**src/rtl/pedo_pkg.sv**
```systemverilog
// rtl/pedo_pkg.sv - opcodes, spare address, FSM states and instruction encoders
package pedo_pkg;

  localparam logic [3:0] OP_COUNT  = 4'b1100;
  localparam logic [3:0] OP_CLEAR  = 4'b0010;
  localparam logic [3:0] OP_DUAL   = 4'b1010;
  localparam logic [3:0] OP_SINGLE = 4'b0110;
  localparam logic [2:0] SPARE_ADDR = 3'b111;

  typedef enum logic {
    IDLE = 1'b0,
    HOLD = 1'b1
  } sched_state_e;

  typedef struct packed {
    logic [2:0] addr;
    logic [7:0] data;
  } wr_entry_t;

  function automatic logic [31:0] enc_count(input logic [7:0] a, input logic [7:0] b);
    return {12'd0, b, a, OP_COUNT};
  endfunction

  function automatic logic [31:0] enc_clear();
    return {28'd0, OP_CLEAR};
  endfunction

  function automatic logic [31:0] enc_dual(input wr_entry_t e1, input wr_entry_t e2);
    return {6'd0, e2.data, e2.addr, e1.data, e1.addr, OP_DUAL};
  endfunction

  // A single update names the spare register as its second slot so the core ignores it.
  function automatic logic [31:0] enc_single(input wr_entry_t e1);
    return {6'd0, 8'd0, SPARE_ADDR, e1.data, e1.addr, OP_SINGLE};
  endfunction

endpackage

```
**src/rtl/pedo_instr_sched_if.sv**
```systemverilog
// rtl/pedo_instr_sched_if.sv - sample, weight-write and instruction handshakes of the scheduler
interface pedo_instr_sched_if #(
  parameter int FIFO_DEPTH = 4
);
  localparam int CW = $clog2(FIFO_DEPTH) + 1;

  logic          sample_valid;
  logic          sample_ready;
  logic [7:0]    sample_a;
  logic [7:0]    sample_b;
  logic          wr_valid;
  logic          wr_ready;
  logic [2:0]    wr_addr;
  logic [7:0]    wr_data;
  logic          clear_req;
  logic          flush;
  logic          instr_valid;
  logic          instr_ready;
  logic [31:0]   instruction;
  logic          wr_drop;
  logic [CW-1:0] fifo_count;

  modport master (
    output sample_valid, sample_a, sample_b, wr_valid, wr_addr, wr_data,
           clear_req, flush, instr_ready,
    input  sample_ready, wr_ready, instr_valid, instruction, wr_drop, fifo_count
  );

  modport slave (
    input  sample_valid, sample_a, sample_b, wr_valid, wr_addr, wr_data,
           clear_req, flush, instr_ready,
    output sample_ready, wr_ready, instr_valid, instruction, wr_drop, fifo_count
  );

endinterface

```
**src/rtl/pedo_wr_fifo.sv**
```systemverilog
// rtl/pedo_wr_fifo.sv - in-order weight-write queue exposing the two head entries
module pedo_wr_fifo
  import pedo_pkg::*;
#(
  parameter int DEPTH = 4
) (
  input  logic                   clk,
  input  logic                   reset_n,
  input  logic                   push,
  input  wr_entry_t              push_entry,
  input  logic                   pop1,
  input  logic                   pop2,
  input  logic                   clr,
  output wr_entry_t              head0,
  output wr_entry_t              head1,
  output logic [$clog2(DEPTH):0] count,
  output logic                   full
);
  localparam int AW = $clog2(DEPTH);
  localparam int CW = AW + 1;

  wr_entry_t     mem [DEPTH];
  logic [AW-1:0] rd_ptr;
  logic [AW-1:0] wr_ptr;
  logic [AW-1:0] rd_ptr_p1;
  logic [1:0]    pop_amt;

  assign rd_ptr_p1 = rd_ptr + AW'(1);
  assign head0     = mem[rd_ptr];
  assign head1     = mem[rd_ptr_p1];
  assign full      = (count == CW'(DEPTH));
  assign pop_amt   = pop2 ? 2'd2 : (pop1 ? 2'd1 : 2'd0);

  always_ff @(posedge clk or negedge reset_n) begin
    if (!reset_n) begin
      rd_ptr <= '0;
      wr_ptr <= '0;
      count  <= '0;
    end else begin
      if (push) wr_ptr <= wr_ptr + AW'(1);
      // A clear discards everything already queued but keeps a same-cycle push.
      if (clr) begin
        rd_ptr <= wr_ptr;
        count  <= push ? CW'(1) : '0;
      end else begin
        rd_ptr <= rd_ptr + AW'(pop_amt);
        count  <= count + CW'(push) - CW'(pop_amt);
      end
    end
  end

  always_ff @(posedge clk) begin
    if (push) mem[wr_ptr] <= push_entry;
  end

endmodule

```
**src/rtl/pedo_instr_sched.sv**
```systemverilog
// rtl/pedo_instr_sched.sv - arbitrates clear, weight writes and step samples into core instructions
module pedo_instr_sched
  import pedo_pkg::*;
#(
  parameter int FIFO_DEPTH = 4,
  parameter int WAIT_MAX   = 8,
  parameter int STARVE_MAX = 4
) (
  input logic               clk,
  input logic               reset_n,
  pedo_instr_sched_if.slave bus
);
  localparam int CW    = $clog2(FIFO_DEPTH) + 1;
  localparam int AGE_W = $clog2(WAIT_MAX + 1);
  localparam int STV_W = $clog2(STARVE_MAX + 1);

  sched_state_e     state_q, state_d;
  logic [31:0]      instr_q, instr_d;
  logic             clear_pend;
  logic             wr_drop_q;
  logic [AGE_W-1:0] age_cnt;
  logic [STV_W-1:0] starve_cnt;

  wr_entry_t        head0, head1, push_entry;
  logic [CW-1:0]    fifo_cnt;
  logic             fifo_full;

  logic load_en, wr_accept, push, fifo_empty;
  logic two_plus, dual_ok, lone_ok, wt_elig;
  logic clr_win, wt_win, cnt_win, any_win;
  logic pop1, pop2, fifo_clr;

  assign bus.instr_valid  = (state_q == HOLD);
  assign bus.instruction  = instr_q;
  assign bus.wr_ready     = !fifo_full;
  assign bus.wr_drop      = wr_drop_q;
  assign bus.fifo_count   = fifo_cnt;

  assign load_en    = !bus.instr_valid || bus.instr_ready;
  assign wr_accept  = bus.wr_valid && !fifo_full;
  assign push       = wr_accept && (bus.wr_addr != SPARE_ADDR);
  assign push_entry = '{addr: bus.wr_addr, data: bus.wr_data};
  assign fifo_empty = (fifo_cnt == '0);

  // Equal head addresses must not share a dual update, or the write order would be lost.
  assign two_plus = (fifo_cnt >= CW'(2));
  assign dual_ok  = two_plus && (head0.addr != head1.addr);
  assign lone_ok  = (fifo_cnt == CW'(1)) && ((age_cnt >= AGE_W'(WAIT_MAX - 1)) || bus.flush);
  assign wt_elig  = two_plus || lone_ok;

  assign clr_win = clear_pend;
  assign wt_win  = !clear_pend && wt_elig
                   && ((starve_cnt == STV_W'(STARVE_MAX)) || !bus.sample_valid);
  assign cnt_win = !clear_pend && !wt_win && bus.sample_valid;
  assign any_win = clr_win || wt_win || cnt_win;

  assign pop2     = load_en && wt_win && dual_ok;
  assign pop1     = load_en && wt_win && !dual_ok;
  assign fifo_clr = load_en && clr_win;

  assign bus.sample_ready = load_en && cnt_win;

  pedo_wr_fifo #(
    .DEPTH(FIFO_DEPTH)
  ) u_fifo (
    .clk       (clk),
    .reset_n   (reset_n),
    .push      (push),
    .push_entry(push_entry),
    .pop1      (pop1),
    .pop2      (pop2),
    .clr       (fifo_clr),
    .head0     (head0),
    .head1     (head1),
    .count     (fifo_cnt),
    .full      (fifo_full)
  );

  always_comb begin
    state_d = state_q;
    instr_d = instr_q;
    if (load_en) begin
      state_d = any_win ? HOLD : IDLE;
      if (clr_win)      instr_d = enc_clear();
      else if (wt_win)  instr_d = dual_ok ? enc_dual(head0, head1) : enc_single(head0);
      else if (cnt_win) instr_d = enc_count(bus.sample_a, bus.sample_b);
    end
  end

  always_ff @(posedge clk or negedge reset_n) begin
    if (!reset_n) begin
      state_q <= IDLE;
      instr_q <= '0;
    end else begin
      state_q <= state_d;
      instr_q <= instr_d;
    end
  end

  always_ff @(posedge clk or negedge reset_n) begin
    if (!reset_n) begin
      clear_pend <= 1'b0;
      wr_drop_q  <= 1'b0;
      age_cnt    <= '0;
      starve_cnt <= '0;
    end else begin
      if (fifo_clr)           clear_pend <= 1'b0;
      else if (bus.clear_req) clear_pend <= 1'b1;

      wr_drop_q <= wr_accept && (bus.wr_addr == SPARE_ADDR);

      if (push || pop1 || pop2 || fifo_clr || (fifo_cnt != CW'(1)))
        age_cnt <= '0;
      else if (age_cnt != AGE_W'(WAIT_MAX))
        age_cnt <= age_cnt + AGE_W'(1);

      // Bounds how long sample traffic can hold back a pending write.
      if ((load_en && wt_win) || fifo_empty || fifo_clr)
        starve_cnt <= '0;
      else if (load_en && cnt_win && (starve_cnt != STV_W'(STARVE_MAX)))
        starve_cnt <= starve_cnt + STV_W'(1);
    end
  end

endmodule
```
**src/flat_wrapper.sv**
```systemverilog
// flat-port wrapper written by rule: the top's interface ports become plain ports
module pedo_instr_sched_flat import pedo_pkg::*;
#(
  parameter int FIFO_DEPTH = 4,
  parameter int WAIT_MAX   = 8,
  parameter int STARVE_MAX = 4
)
  (clk, reset_n, bus_sample_valid, bus_sample_a, bus_sample_b, bus_wr_valid, bus_wr_addr, bus_wr_data, bus_clear_req, bus_flush, bus_instr_ready, bus_sample_ready, bus_wr_ready, bus_instr_valid, bus_instruction, bus_wr_drop, bus_fifo_count);
  pedo_instr_sched_if #(.FIFO_DEPTH(FIFO_DEPTH)) bus_i ();
  input logic clk;
  input logic reset_n;
  input wire logic [$bits(bus_i.sample_valid)-1:0] bus_sample_valid;
  input wire logic [$bits(bus_i.sample_a)-1:0] bus_sample_a;
  input wire logic [$bits(bus_i.sample_b)-1:0] bus_sample_b;
  input wire logic [$bits(bus_i.wr_valid)-1:0] bus_wr_valid;
  input wire logic [$bits(bus_i.wr_addr)-1:0] bus_wr_addr;
  input wire logic [$bits(bus_i.wr_data)-1:0] bus_wr_data;
  input wire logic [$bits(bus_i.clear_req)-1:0] bus_clear_req;
  input wire logic [$bits(bus_i.flush)-1:0] bus_flush;
  input wire logic [$bits(bus_i.instr_ready)-1:0] bus_instr_ready;
  output wire logic [$bits(bus_i.sample_ready)-1:0] bus_sample_ready;
  output wire logic [$bits(bus_i.wr_ready)-1:0] bus_wr_ready;
  output wire logic [$bits(bus_i.instr_valid)-1:0] bus_instr_valid;
  output wire logic [$bits(bus_i.instruction)-1:0] bus_instruction;
  output wire logic [$bits(bus_i.wr_drop)-1:0] bus_wr_drop;
  output wire logic [$bits(bus_i.fifo_count)-1:0] bus_fifo_count;
  assign bus_i.sample_valid = bus_sample_valid;
  assign bus_i.sample_a = bus_sample_a;
  assign bus_i.sample_b = bus_sample_b;
  assign bus_i.wr_valid = bus_wr_valid;
  assign bus_i.wr_addr = bus_wr_addr;
  assign bus_i.wr_data = bus_wr_data;
  assign bus_i.clear_req = bus_clear_req;
  assign bus_i.flush = bus_flush;
  assign bus_i.instr_ready = bus_instr_ready;
  assign bus_sample_ready = bus_i.sample_ready;
  assign bus_wr_ready = bus_i.wr_ready;
  assign bus_instr_valid = bus_i.instr_valid;
  assign bus_instruction = bus_i.instruction;
  assign bus_wr_drop = bus_i.wr_drop;
  assign bus_fifo_count = bus_i.fifo_count;
  pedo_instr_sched #(.FIFO_DEPTH(FIFO_DEPTH), .WAIT_MAX(WAIT_MAX), .STARVE_MAX(STARVE_MAX)) u_core (.clk(clk), .reset_n(reset_n), .bus(bus_i));
endmodule
```
**config.mk**
```make
export PLATFORM = sky130hd
export DESIGN_NAME = pedo_instr_sched_flat
export DESIGN_NICKNAME = d
export VERILOG_FILES = /design/src/rtl/pedo_pkg.sv /design/src/rtl/pedo_instr_sched_if.sv /design/src/rtl/pedo_wr_fifo.sv /design/src/rtl/pedo_instr_sched.sv /design/src/flat_wrapper.sv
export SDC_FILE = /design/constraint.sdc
export NUM_CORES = 1
export LEC_CHECK = 0
export CORE_AREA = 2 2 83 85
export DETAILED_ROUTE_END_ITERATION = 6
export DIE_AREA = 0 0 85 87
export DONT_BUFFER_PORTS = 1
export PLACE_DENSITY_LB_ADDON = 0.05
export SLEW_MARGIN = 15
export SYNTH_ARGS = -nofsm -noshare
export SYNTH_HDL_FRONTEND = slang
export SYNTH_SLANG_ARGS = --single-unit
```
**constraint.sdc**
```tcl
create_clock -name clk -period 8.75 [get_ports clk]
set_clock_uncertainty 0.1 [all_clocks]
set_input_delay 1.3125 -clock clk [delete_from_list [all_inputs] [get_ports clk]]
set_output_delay 1.3125 -clock clk [all_outputs]
set_load 0.1 [all_outputs]
```
* Yosys cells after proc, flatten, opt, wreduce, memory -nomap -nowiden
Memory sizes are Yosys's and may differ from the RTL's. Index checks and enable logic that the tools add are counted.
Storage, ports and cells: register bits after elaboration 49, RAM bits 44, input port bits 34, output and inout bits 39, word-level logic and storage cells 85, memories 1
Cells by class: $add $sub $neg 7, $lt $le $gt $ge 2, eq/ne operators 9, mux-type cells 18, reductions and logical operators 39
Memory list:
- u_core.u_fifo.mem | words 4, width 11, read ports 2, clocked after memory_dff 0, wr ports 1, RTL line pedo_wr_fifo.sv:22 | wr_entry_t mem [DEPTH];
Operators by type and width (number):
- 2-to-1 mux 32 bit | 3
- 2-to-1 mux 26 bit | 1
- logical AND 1 bit | 15
- logical OR 1 bit | 12
- equality test 3 bit (second input constant) | 3
- 2-to-1 mux 3 bit | 3
- 2-to-1 mux 4 bit | 2
- 2-to-1 mux 1 bit | 7
- zero test 1 bit | 6
- != test 3 bit (second input constant) | 2
- nonzero test 2 bit | 3
- adder 2 x 1 -> 2 bit (second input constant) | 2
- adder 4 x 1 -> 4 bit (second input constant) | 1
- greater-or-equal comparator 4 x 3 -> 1 bit (second input constant) | 1
- 2-to-1 mux 2 bit | 2
- != test 4 bit (second input constant) | 1
- adder 3 x 1 -> 3 bit | 1
- adder 3 x 1 -> 3 bit (second input constant) | 1
- equality test 3 x 1 -> 1 bit (second input constant) | 1
- greater-or-equal comparator 3 x 2 -> 1 bit (second input constant) | 1
- zero test 3 bit | 1
- != test 3 x 1 -> 1 bit (second input constant) | 1
- != test 3 bit | 1
- nonzero test 3 bit | 1
- other kinds (3) | 3

* Logic depth before layout (Yosys ltp)
Gate-level depths: netlist of the first run.
word-level depth 13, mapped depth 15, depth with buffers taken out 14

* Modules after synthesis
A second synthesis of the first run with hierarchy kept.
Second synthesis, totals: cells, all modules 279, area, all modules 4246.6 um^2
By module, submodules not included:
- pedo_wr_fifo | instances 1, cells each 114, area an instance 2328.5 um^2, sequential area each 1496.4 um^2
- pedo_instr_sched | instances 1, cells each 165, area an instance 1918.1 um^2, sequential area each 875.8 um^2

* Worst setup path before layout of the first run
Ideal clock, no wire load.
path type input port to output port, start input bus_flush, end output bus_sample_ready, data arrival time 2.889 ns, required time 7.338 ns, path slack 4.449 ns, cell stages on the path 5, buffers on the path 1, cell sequence a211o_1 -> a21oi_1 -> or2_2 -> clkbuf_1 -> and3_1
Between the ends: word-level cells in the longest chain between the ends 9
RTL lines:
- start, declared | RTL line flat_wrapper.sv:19 | input wire logic [$bits(bus_i.flush)-1:0] bus_flush;
- logical OR 1 bit | RTL line pedo_instr_sched.sv:48 | assign lone_ok = (fifo_cnt == CW'(1)) && ((age_cnt >= AGE_W'(WAIT_MAX - 1)) || bus.flush);
- logical AND 1 bit | RTL line pedo_instr_sched.sv:48
- logical OR 1 bit | RTL line pedo_instr_sched.sv:49 | assign wt_elig = two_plus || lone_ok;
- logical AND 1 bit | RTL line pedo_instr_sched.sv:52 | assign wt_win = !clear_pend && wt_elig
- logical AND 1 bit | RTL line pedo_instr_sched.sv:53 | && ((starve_cnt == STV_W'(STARVE_MAX)) || !bus.sample_valid);
- zero test 1 bit | RTL line pedo_instr_sched.sv:54 | assign cnt_win = !clear_pend && !wt_win && bus.sample_valid;
- logical AND 1 bit (2 in series) | RTL line pedo_instr_sched.sv:54
- logical AND 1 bit | RTL line pedo_instr_sched.sv:61 | assign bus.sample_ready = load_en && cnt_win;
- end, declared | RTL line flat_wrapper.sv:21 | output wire logic [$bits(bus_i.sample_ready)-1:0] bus_sample_ready;
Every way passes these cells.

* Final worst setup path of the first run
start register u_core.u_fifo.count[2], end output bus_sample_ready
Between the ends: word-level cells in the longest chain between the ends 9, elaborated cells on any way between the ends 10, classes of those cells 1 x order compare; 1 x eq/ne; 8 x reduce/logical
RTL lines:
- start, declared | RTL line pedo_wr_fifo.sv:16 | output logic [$clog2(DEPTH):0] count,
- start signal, assigned | RTL line pedo_wr_fifo.sv:44 | count <= push ? CW'(1) : '0;
- start signal, assigned | RTL line pedo_wr_fifo.sv:47 | count <= count + CW'(push) - CW'(pop_amt);
- parallel branches: the longest is 2 deep, another holds greater-or-equal comparator 3 x 2 -> 1 bit
- logical OR 1 bit (*) | RTL line pedo_instr_sched.sv:49
- logical AND 1 bit (*) | RTL line pedo_instr_sched.sv:52
- logical AND 1 bit (*) | RTL line pedo_instr_sched.sv:53
- zero test 1 bit (*) | RTL line pedo_instr_sched.sv:54
- logical AND 1 bit (*) (2 in series) | RTL line pedo_instr_sched.sv:54
- logical AND 1 bit (*) | RTL line pedo_instr_sched.sv:61
Every way passes the cells marked *.

==> impl_metrics.tcl, run 1 <==
set metrics [dict create \
    run_status "finished, final reports clean" \
    post-dp-hpwl_um 5920 \
    rsz_0062_raised_after_global_routing "no" \
    final_core_util_pct 67.6 \
    cp.arrival_ns 3.15 \
    routed_wire_length_per_instance_um 19.5 \
    setup.worst_path.class "flop to output pin" \
    design.die.area_um2 7400 \
    finalSetupViolCount 0 \
    synth.yosys.warnings 0 \
    detail_route.wirelength_um 7990 \
    globalRoute.totalOverflow 0 \
    dieWidth_um 85 \
    antenna_violations_before_repair 0 \
    area_delta_synth_final_pct 4.66 \
    syn-instance-count 330 \
    hold_violations 0 \
    hold_path_class "flop to flop" \
    cts_tree "built" \
    grt_use_total_pct 22.8 \
    grt_pass1_vias 2479 \
    die_height_um 87 \
    clock_tree.root_cell "clkbuf_8" \
    drv_slew 0 \
    diode_insertion_count_for_antenna_repair 0 \
    aggregate_negative_setup_slack_ns 0 \
    drcViolationCount 0 \
    max_freq_ghz 0.219 \
    drt.antenna.violating_nets 0 \
    worst_ep_required_time_ns 7.34 \
    number_of_nets_in_the_layout 371 \
    post_cts.resized_instances 0 \
    crit_path_frequent_cell "or2_2" \
    worst_skew_pair.late_latency_ns 0.36 \
    final_common_cell "nand2_1" \
    clock_pin_slew_on_the_worst_setup_and_hold_paths_ns 0.10 \
    placement_rows 30 \
    worst_ir_drop_vdd_mv 0.220 \
    numClockSinks 86 \
    timing.critical_path.to_type "output pin" \
    syn_area_per_cell_um2 12.9 \
    post_cts_hold_buffer_count 0 \
    power_density_nw_per_um2 365 \
    synth_cell_type_count 41 \
    timing.critical_path.slowest_stage_cell "and3_1" \
    post_synthesis_cell_area_um2 4240 \
    io_buffers 0 \
    cts_max_level 3 \
    fp.coreArea_um2 6570 \
    critical_path_peak_fanout 14 \
    slew_at_the_pin_closest_to_its_max_slew_limit_ns 1.07 \
    layout.filler_cells 481 \
    final.min_clock_period_ns 4.57 \
    vias_per_cell 6.12 \
    yosys_register_bits 86 \
    startpoint_type "flop" \
    via_count 2508 \
    synth_seq_area_share_pct 55.9 \
    effective_utilization_at_floorplan_pct 64.6 \
    maxCapViolations 0 \
    timing.final.crit_share_pct 52.2 \
    drtIter0Drc 118 \
    critical_path.cell_chain "or2_2, a21oi_1, or2_2, and3_1" \
    io_pins 73 \
    slowest_delay_ns 0.92 \
    drt_pass1_iterations 5 \
    clock_buffers_created_by_tritoncts 9 \
    layout_common_cells "nand2_1, edfxtp_1, dfrtp_1, mux4_2, nor2_1" \
    grt_start_max_net_pins 43 \
    grt_first_pass_wirelength_um 12600 \
    clock_path_buffers 2 \
    leakagePower_nw 1.79 \
    last_weighted_congestion_value_of_the_routability_driven_placer 0.843 \
    slew_headroom_pct 28.6 \
    final_layout_size_suffix_gt1_share_pct 13.6 \
    cts.repair_timing.setup_buffer_count 0 \
]
[sequential cells by signal (all words and copies together), names as in the netlist]
name	cells
u_core.u_fifo.mem	44
u_core.bus.instruction	25
u_core.age_cnt	4
u_core.starve_cnt	3
u_core.u_fifo.count	3
u_core.u_fifo.rd_ptr	2
u_core.u_fifo.wr_ptr	2
u_core.bus.instr_valid	1
u_core.bus.wr_drop	1
u_core.clear_pend	1
[Yosys cell counts, drive strengths merged]
| cell | number | area (um2) |
|---|---|---|
| conb | 1 | 3.75 |
| fa | 1 | 20.0 |
| nor2 | 17 | 63.8 |
| xnor2 | 6 | 52.6 |
| edfxtp | 44 | 1320 |
| o31a | 1 | 8.76 |
| mux2 | 2 | 22.5 |
| a21o | 2 | 15.0 |
| a21oi | 8 | 40.0 |
| nand2b | 4 | 25.0 |
| inv | 9 | 33.8 |
| nand2 | 54 | 203 |
| mux4 | 23 | 526 |
| a31oi | 2 | 12.5 |
| o22ai | 2 | 12.5 |
| o21ai | 8 | 40.0 |
| a32o | 5 | 50.1 |
| nand3 | 6 | 30.0 |
| and3 | 4 | 25.0 |
| ha | 11 | 138 |
| nor3 | 5 | 25.0 |
| xor2 | 14 | 123 |
| a22oi | 2 | 15.0 |
| or2 | 3 | 18.8 |
| o31ai | 4 | 30.0 |
| nor2b | 2 | 12.5 |
| and2 | 4 | 25.0 |
| nor4b | 2 | 17.5 |
| a22o | 11 | 96.3 |
| mux2i | 1 | 10.0 |
| clkbuf | 12 | 45.0 |
| buf | 12 | 91.3 |
| a211o | 1 | 8.76 |
| or3 | 3 | 20.0 |
| dfrtp | 42 | 1050 |
| nand4 | 2 | 12.5 |
[worst paths after layout]
check	slack [ns]	start	endpoint	cells past startpoint
max	4.18	u_core.u_fifo.count[2]	bus_sample_ready	4
min	0.46	u_core.starve_cnt[2]	u_core.starve_cnt[2]	2
max reg2reg	4.57	u_core.u_fifo.count[2]	u_core.u_fifo.count[2]	12
min reg2reg	0.46	u_core.starve_cnt[2]	u_core.starve_cnt[2]	2
max in group asynchronous	7.93	reset_n	u_core.u_fifo.count[1]	0
min in group asynchronous	0.53	reset_n	u_core.starve_cnt[1]	0
[through the flow]
step | cells | instance area [um2] | hold WS, ns | power [mW] | setup WS [ns]
6_report | 410 | 4440 | 0.456 | 1.62 | 4.18
5_1_grt | 410 | 4440 | 0.502 | 1.71 | 4.02
3_3_place_gp | 394 | 4250 | 0.423 | 1.34 | 4.33
2_1_floorplan | 336 | 4270 | 0.405 | 1.27 | 4.45
4_1_cts | 410 | 4440 | 0.458 | 1.63 | 4.16
3_5_place_dp | 394 | 4250 | 0.431 | 1.36 | 4.29
[where the power goes]
group	total, mW	internal, mW	switching, mW	leakage, nW
sequential	0.867	0.512	0.356	0.943
combinational	0.480	0.210	0.270	0.745
clock	0.275	0.114	0.161	0.0992
[area by class of cell]
type | count | area [um2] | share of cell area (%)
well taps | 80 | 100 | 2.25
multi-input cells | 217 | 1720 | 38.8
clock buffers | 9 | 124 | 2.79
clock inverters | 7 | 72.6 | 1.63
repair buffers | 2 | 15.0 | 0.338
flip-flops and latches | 86 | 2370 | 53.4
inverters | 9 | 33.8 | 0.761
[worst max-delay path, delay by kind of cell, from the launching register on]
family | cells | cell delay (ns)
DFF | 1 | 0.79
and+or+nand+nor | 3 | 1.76
AOI/OAI and AO/OA | 1 | 0.25
[cell families (layout without fill, tap and decap cells)]
family	count (synthesis)	in the layout	share of synthesized area, %
flops	86	86	55.9
xor+xnor	20	20	4.13
simple gates	106	106	11.3
fa+ha+maj	12	12	3.71
buf+inv	33	27	4.01
mux	26	26	13.1
other cells	1	7	0.0884
compound gates	46	46	7.75
[layer usage]
metal	routed length (um)	part of all wire (%)	vias to the layer above	global-route usage (%)
met2	3890	49	94	35.8
met5	0	0	-	0
met1	3430	43	1224	30.4
met4	53	0.66	0	8.23
met3	623	7.8	4	7.01
li1	-	-	1186	-
Power figures use the tool's default switching activity.
==> run 2, diff against run 1 <==
--- a/config.mk
+++ b/config.mk
@@ -5,9 +5,9 @@
 export SDC_FILE = /design/constraint.sdc
 export NUM_CORES = 1
 export LEC_CHECK = 0
-export CORE_AREA = 2 2 83 85
+export CORE_AREA = 2 2 90 92
 export DETAILED_ROUTE_END_ITERATION = 6
-export DIE_AREA = 0 0 85 87
+export DIE_AREA = 0 0 92 94
 export DONT_BUFFER_PORTS = 1
 export PLACE_DENSITY_LB_ADDON = 0.05
 export SLEW_MARGIN = 15
==> constraint.sdc (replaced) <==
create_clock -name clk -period 3.9 [get_ports clk]
set_clock_uncertainty 0.1 [all_clocks]
set_input_delay 0.585 -clock clk [delete_from_list [all_inputs] [get_ports clk]]
set_output_delay 0.585 -clock clk [all_outputs]
set_load 0.1 [all_outputs]
==> impl_metrics.tcl, run 2 (synthesis results as in run 1) <==
set metrics [dict create \
    io_buffers 0 \
    startpoint_type "flop" \
    routed_wire_length_per_instance_um 19.1 \
    routed.top_layer "met4" \
    finalSetupViolCount 0 \
    clock_tree.root_cell "clkbuf_8" \
    post_cts_hold_buffer_count 2 \
    setup.worst_path.class "flop to flop" \
    routedLengthMet1_um 3890 \
    worst_ep_required_time_ns 4.05 \
    slew_at_the_pin_closest_to_its_max_slew_limit_ns 1.02 \
    post_cts.resized_instances 0 \
    worst_skew_pair.late_latency_ns 0.37 \
    antenna_violations_before_repair 0 \
    dieWidth_um 92 \
    die_height_um 94 \
    slowest_delay_ns 0.64 \
    placement_rows 32 \
    grt_start_max_net_pins 43 \
    timing.final.crit_share_pct 86.6 \
    cts.repair_timing.setup_buffer_count 0 \
    number_of_nets_in_the_layout 384 \
    clock_pin_slew_on_the_worst_setup_and_hold_paths_ns 0.09 \
    final_area_um2 4590 \
    globalRoute.totalOverflow 0 \
    rr_startpoint "u_core.u_fifo.rd_ptr[0]" \
    worstSetupStartpoint "u_core.u_fifo.rd_ptr[0]" \
    power_density_nw_per_um2 821 \
    area_delta_synth_final_pct 8.23 \
    max_freq_ghz 0.296 \
    drcViolationCount 0 \
    place.detailed.instances 427 \
    cts_max_level 3 \
    worst_slack_ns 0.522 \
    crit_path_frequent_cell "ha_1" \
    place_worst_setup_slack_ns 0.565 \
    aggregate_negative_setup_slack_ns 0 \
    final_layout_size_suffix_gt1_share_pct 16.6 \
    drt.antenna.violating_nets 0 \
    post_dp_cell_area_um2 4360 \
    reg2reg_depth 10 \
    drt_pass1_iterations 4 \
    timing.critical_path.to_type "flop" \
    run_status "finished, final reports clean" \
    cp_num_buf_inv 1 \
    fp.coreArea_um2 7610 \
    drv_slew 0 \
    final_core_util_pct 60.4 \
    post-dp-hpwl_um 6060 \
    r2r_end "u_core.u_fifo.count[2]" \
    hold_path_class "input port to flop" \
    leakagePower_nw 1.86 \
    maxCapViolations 0 \
    io_pins 73 \
    effective_utilization_at_floorplan_pct 55.8 \
    drtIter0Drc 136 \
    final.min_clock_period_ns 3.38 \
    rsz_0062_raised_after_global_routing "no" \
    layout_cells_excl_fill 445 \
    final_common_cell "nand2_1" \
    hold_violations 0 \
    cts_tree "built" \
    worst_ir_drop_vdd_mv 0.368 \
    via_count 2577 \
    slew_headroom_pct 31.5 \
    timing.critical_path.slowest_stage_cell "dfrtp_1" \
    clock_buffers_created_by_tritoncts 9 \
    wl_met3_um 412 \
    grt_pass1_vias 2671 \
    grt_first_pass_wirelength_um 14000 \
    diode_insertion_count_for_antenna_repair 0 \
    last_weighted_congestion_value_of_the_routability_driven_placer 0.770 \
    worst_setup_path_endpoint "u_core.u_fifo.count[2]" \
    grt_use_total_pct 21.7 \
    cp.depth 10 \
    clock_path_buffers 2 \
    flip_flop_count_of_the_largest_register_after_layout 44 \
    vias_per_cell 5.79 \
    critical_path.cell_chain "mux4_2, o31ai_1, nand2_1, ha_1, ha_1, inv_1, fa_1, xor2_1, xnor2_1, a21oi_1" \
    numClockSinks 86 \
    detail_route.wirelength_um 8490 \
    critical_path.top_delay_family "adder cells" \
    reg2reg_setup_slack_ns 0.52 \
    design.die.area_um2 8650 \
    largest_register "u_core.u_fifo.mem" \
    layout_common_cells "nand2_1, edfxtp_1, dfrtp_1, mux4_2, nor2_1" \
    critical_path_peak_fanout 12 \
    detailroute.wirelength.met2_um 3990 \
    cp.arrival_ns 3.53 \
]
==> run 2: worst min-delay path by stage <==
stage | end | slack (ns) | start | cells after the start
2_1_floorplan | u_core.age_cnt[0] | 0.19 | reset_n | 0
3_3_place_gp | u_core.u_fifo.wr_ptr[1] | 0.19 | reset_n | 0
3_5_place_dp | u_core.u_fifo.wr_ptr[0] | 0.19 | reset_n | 0
4_1_cts | u_core.u_fifo.mem[0][4] | 0.19 | bus_wr_data[4] | 0
5_1_grt | u_core.u_fifo.mem[0][7] | 0.19 | bus_wr_data[7] | 0
6_report | u_core.u_fifo.mem[0][7] | 0.20 | bus_wr_data[7] | 0
==> run 2: power by group <==
part | switching, mW | internal [mW] | total [mW]
clock network | 0.356 | 0.309 | 0.666
logic | 0.733 | 0.526 | 1.26
registers | 0.696 | 1.15 | 1.85
==> run 2: per-stage QoR <==
step	hold slack [ns]	power, mW
floorplan	0.189	2.85
global placement	0.190	3.10
detailed placement	0.190	3.11
CTS	0.190	3.79
global route	0.190	3.97
finish	0.205	3.77
==> run 2: final cells by class <==
type / instances / area, um2
Clock buffer: 9 / 124
Multi-Input combinational cell: 217 / 1720
Clock inverter: 7 / 83.8
Tap cell: 102 / 128
Timing Repair Buffer: 15 / 128
Inverter: 9 / 33.8
Fill cell: 625 / 3010
Sequential cell: 86 / 2370
==> run 2: per-layer routing <==
layer	track usage (%)	vias up
met5	0	-
met4	9.95	0
met3	4.90	14
met2	34.5	72
met1	28.8	1284
li1	-	1207
==> run 3, diff against run 2 <==
--- a/config.mk
+++ b/config.mk
@@ -10,6 +10,7 @@
 export DIE_AREA = 0 0 92 94
 export DONT_BUFFER_PORTS = 1
 export PLACE_DENSITY_LB_ADDON = 0.05
+export REMOVE_ABC_BUFFERS = 1
 export SLEW_MARGIN = 15
 export SYNTH_ARGS = -nofsm -noshare
 export SYNTH_HDL_FRONTEND = slang
==> impl_metrics.tcl, run 3 (synthesis results as in run 1) <==
set metrics [dict create \
    dieWidth_um 92 \
    area_delta_synth_final_pct 7.96 \
    grt_pass1_vias 2594 \
    number_of_nets_in_the_layout 384 \
    layout_cells_excl_fill 445 \
    cts_tree "built" \
    finalSetupViolCount 0 \
    numClockSinks 86 \
    fp.coreArea_um2 7610 \
    maxCapViolations 0 \
    grt_start_max_net_pins 43 \
    die_height_um 94 \
    place.detailed.instances 427 \
    critical_path_peak_fanout 14 \
    leakagePower_nw 1.86 \
    rsz_0062_raised_after_global_routing "no" \
    setup.worst_path.class "flop to output pin" \
    timing.critical_path.to_type "output pin" \
    max_freq_ghz 0.302 \
    cp.arrival_ns 2.62 \
    final_layout_size_suffix_gt1_share_pct 16.3 \
    last_weighted_congestion_value_of_the_routability_driven_placer 0.778 \
    post_cts.resized_instances 0 \
    clock_tree.root_cell "clkbuf_8" \
    design.die.area_um2 8650 \
    slew_at_the_pin_closest_to_its_max_slew_limit_ns 0.949 \
    worst_ep_required_time_ns 3.21 \
    cts.repair_timing.setup_buffer_count 0 \
    diode_insertion_count_for_antenna_repair 0 \
    final_core_util_pct 60.2 \
    hold_path_class "input port to flop" \
    io_pins 73 \
    clock_path_buffers 2 \
    globalRoute.totalOverflow 0 \
    final.min_clock_period_ns 3.31 \
    largest_register "u_core.u_fifo.mem" \
    effective_utilization_at_floorplan_pct 55.8 \
    hold_violations 0 \
    placement_rows 32 \
    slew_headroom_pct 36.5 \
    io_buffers 0 \
    antenna_violations_before_repair 0 \
    layout_common_cells "nand2_1, edfxtp_1, dfrtp_1, mux4_2, nor2_1" \
    via_count 2594 \
    detail_route.wirelength_um 8200 \
    post-dp-hpwl_um 5950 \
    final_common_cell "nand2_1" \
    cts_max_level 3 \
    power_density_nw_per_um2 811 \
    worst_slack_ns 0.593 \
    clock_pin_slew_on_the_worst_setup_and_hold_paths_ns 0.09 \
    place_worst_setup_slack_ns 0.662 \
    timing.final.crit_share_pct 84.8 \
    drtIter0Drc 112 \
    run_status "finished, final reports clean" \
    worst_skew_pair.late_latency_ns 0.35 \
    drv_slew 0 \
    layout.filler_cells 623 \
    vias_per_cell 5.83 \
    startpoint_type "flop" \
    drcViolationCount 0 \
    grt_use_total_pct 20.6 \
    worst_ir_drop_vdd_mv 0.324 \
    aggregate_negative_setup_slack_ns 0 \
    holdWs_ns 0.218 \
    clock_buffers_created_by_tritoncts 9 \
    routed_wire_length_per_instance_um 18.4 \
    grt_first_pass_wirelength_um 13200 \
    drt_pass1_iterations 5 \
    flip_flop_count_of_the_largest_register_after_layout 44 \
    drt.antenna.violating_nets 0 \
]
==> run 3: critical path, stage by stage (launching register included) <==
cell and delay, ns:
dfrtp_1 0.41, ha_1 0.22, a211o_1 0.35, a21oi_1 0.29, or2_2 0.34, and3_1 0.32
buf_4 0.33
==> run 3: final cells by class <==
class / instances / area, um2 / share of cell area [%]
multi-input combinational: 217 / 1720 / 37.6
timing repair buffer: 15 / 128 / 2.79
inverter: 9 / 33.8 / 0.737
tap: 102 / 128 / 2.79
sequential: 86 / 2370 / 51.8
clock buffer: 10 / 128 / 2.79
clock inverter: 6 / 68.8 / 1.50
==> run 3: metrics by stage <==
| stage | power, mW | instance area, um2 |
|---|---|---|
| finish | 3.72 | 4580 |
| global route | 3.92 | 4580 |
| CTS | 3.75 | 4580 |
| detailed placement | 3.12 | 4360 |
| global placement | 3.10 | 4360 |
| floorplan | 2.78 | 4130 |
==> run 3: where the power goes <==
part	leakage [nW]	internal (mW)	switching (mW)
registers	0.943	1.15	0.675
clock network	0.102	0.303	0.319
logic	0.812	0.526	0.744
==> run 3: path summary, 6_finish.rpt <==
kind / from / endpoint / slack, ns / cells past startpoint
min: bus_wr_data[2] / u_core.u_fifo.mem[0][2] / 0.22 / 0
min in group asynchronous: reset_n / u_core.bus.instruction[7] / 0.59 / 2
max in group asynchronous: reset_n / u_core.u_fifo.rd_ptr[0] / 2.90 / 2
min reg2reg: u_core.starve_cnt[2] / u_core.starve_cnt[2] / 0.45 / 2
max reg2reg: u_core.u_fifo.rd_ptr[0] / u_core.u_fifo.count[2] / 0.66 / 13
max: u_core.age_cnt[1] / bus_sample_ready / 0.59 / 6
==> run 3: layer usage <==
metal	vias to the layer above	global-route usage (%)	routed length [um]
met3	9	4.98	675
met5	-	0	0
met4	0	8.21	118
met1	1297	27.1	3490
met2	85	33.2	3920
li1	1203	-	-
==> run 3: timing repair <==
action | CTS | global route
setup endpoints to repair | 0 | 0
hold buffers | 2 | 0
hold endpoints to repair | 42 | 0
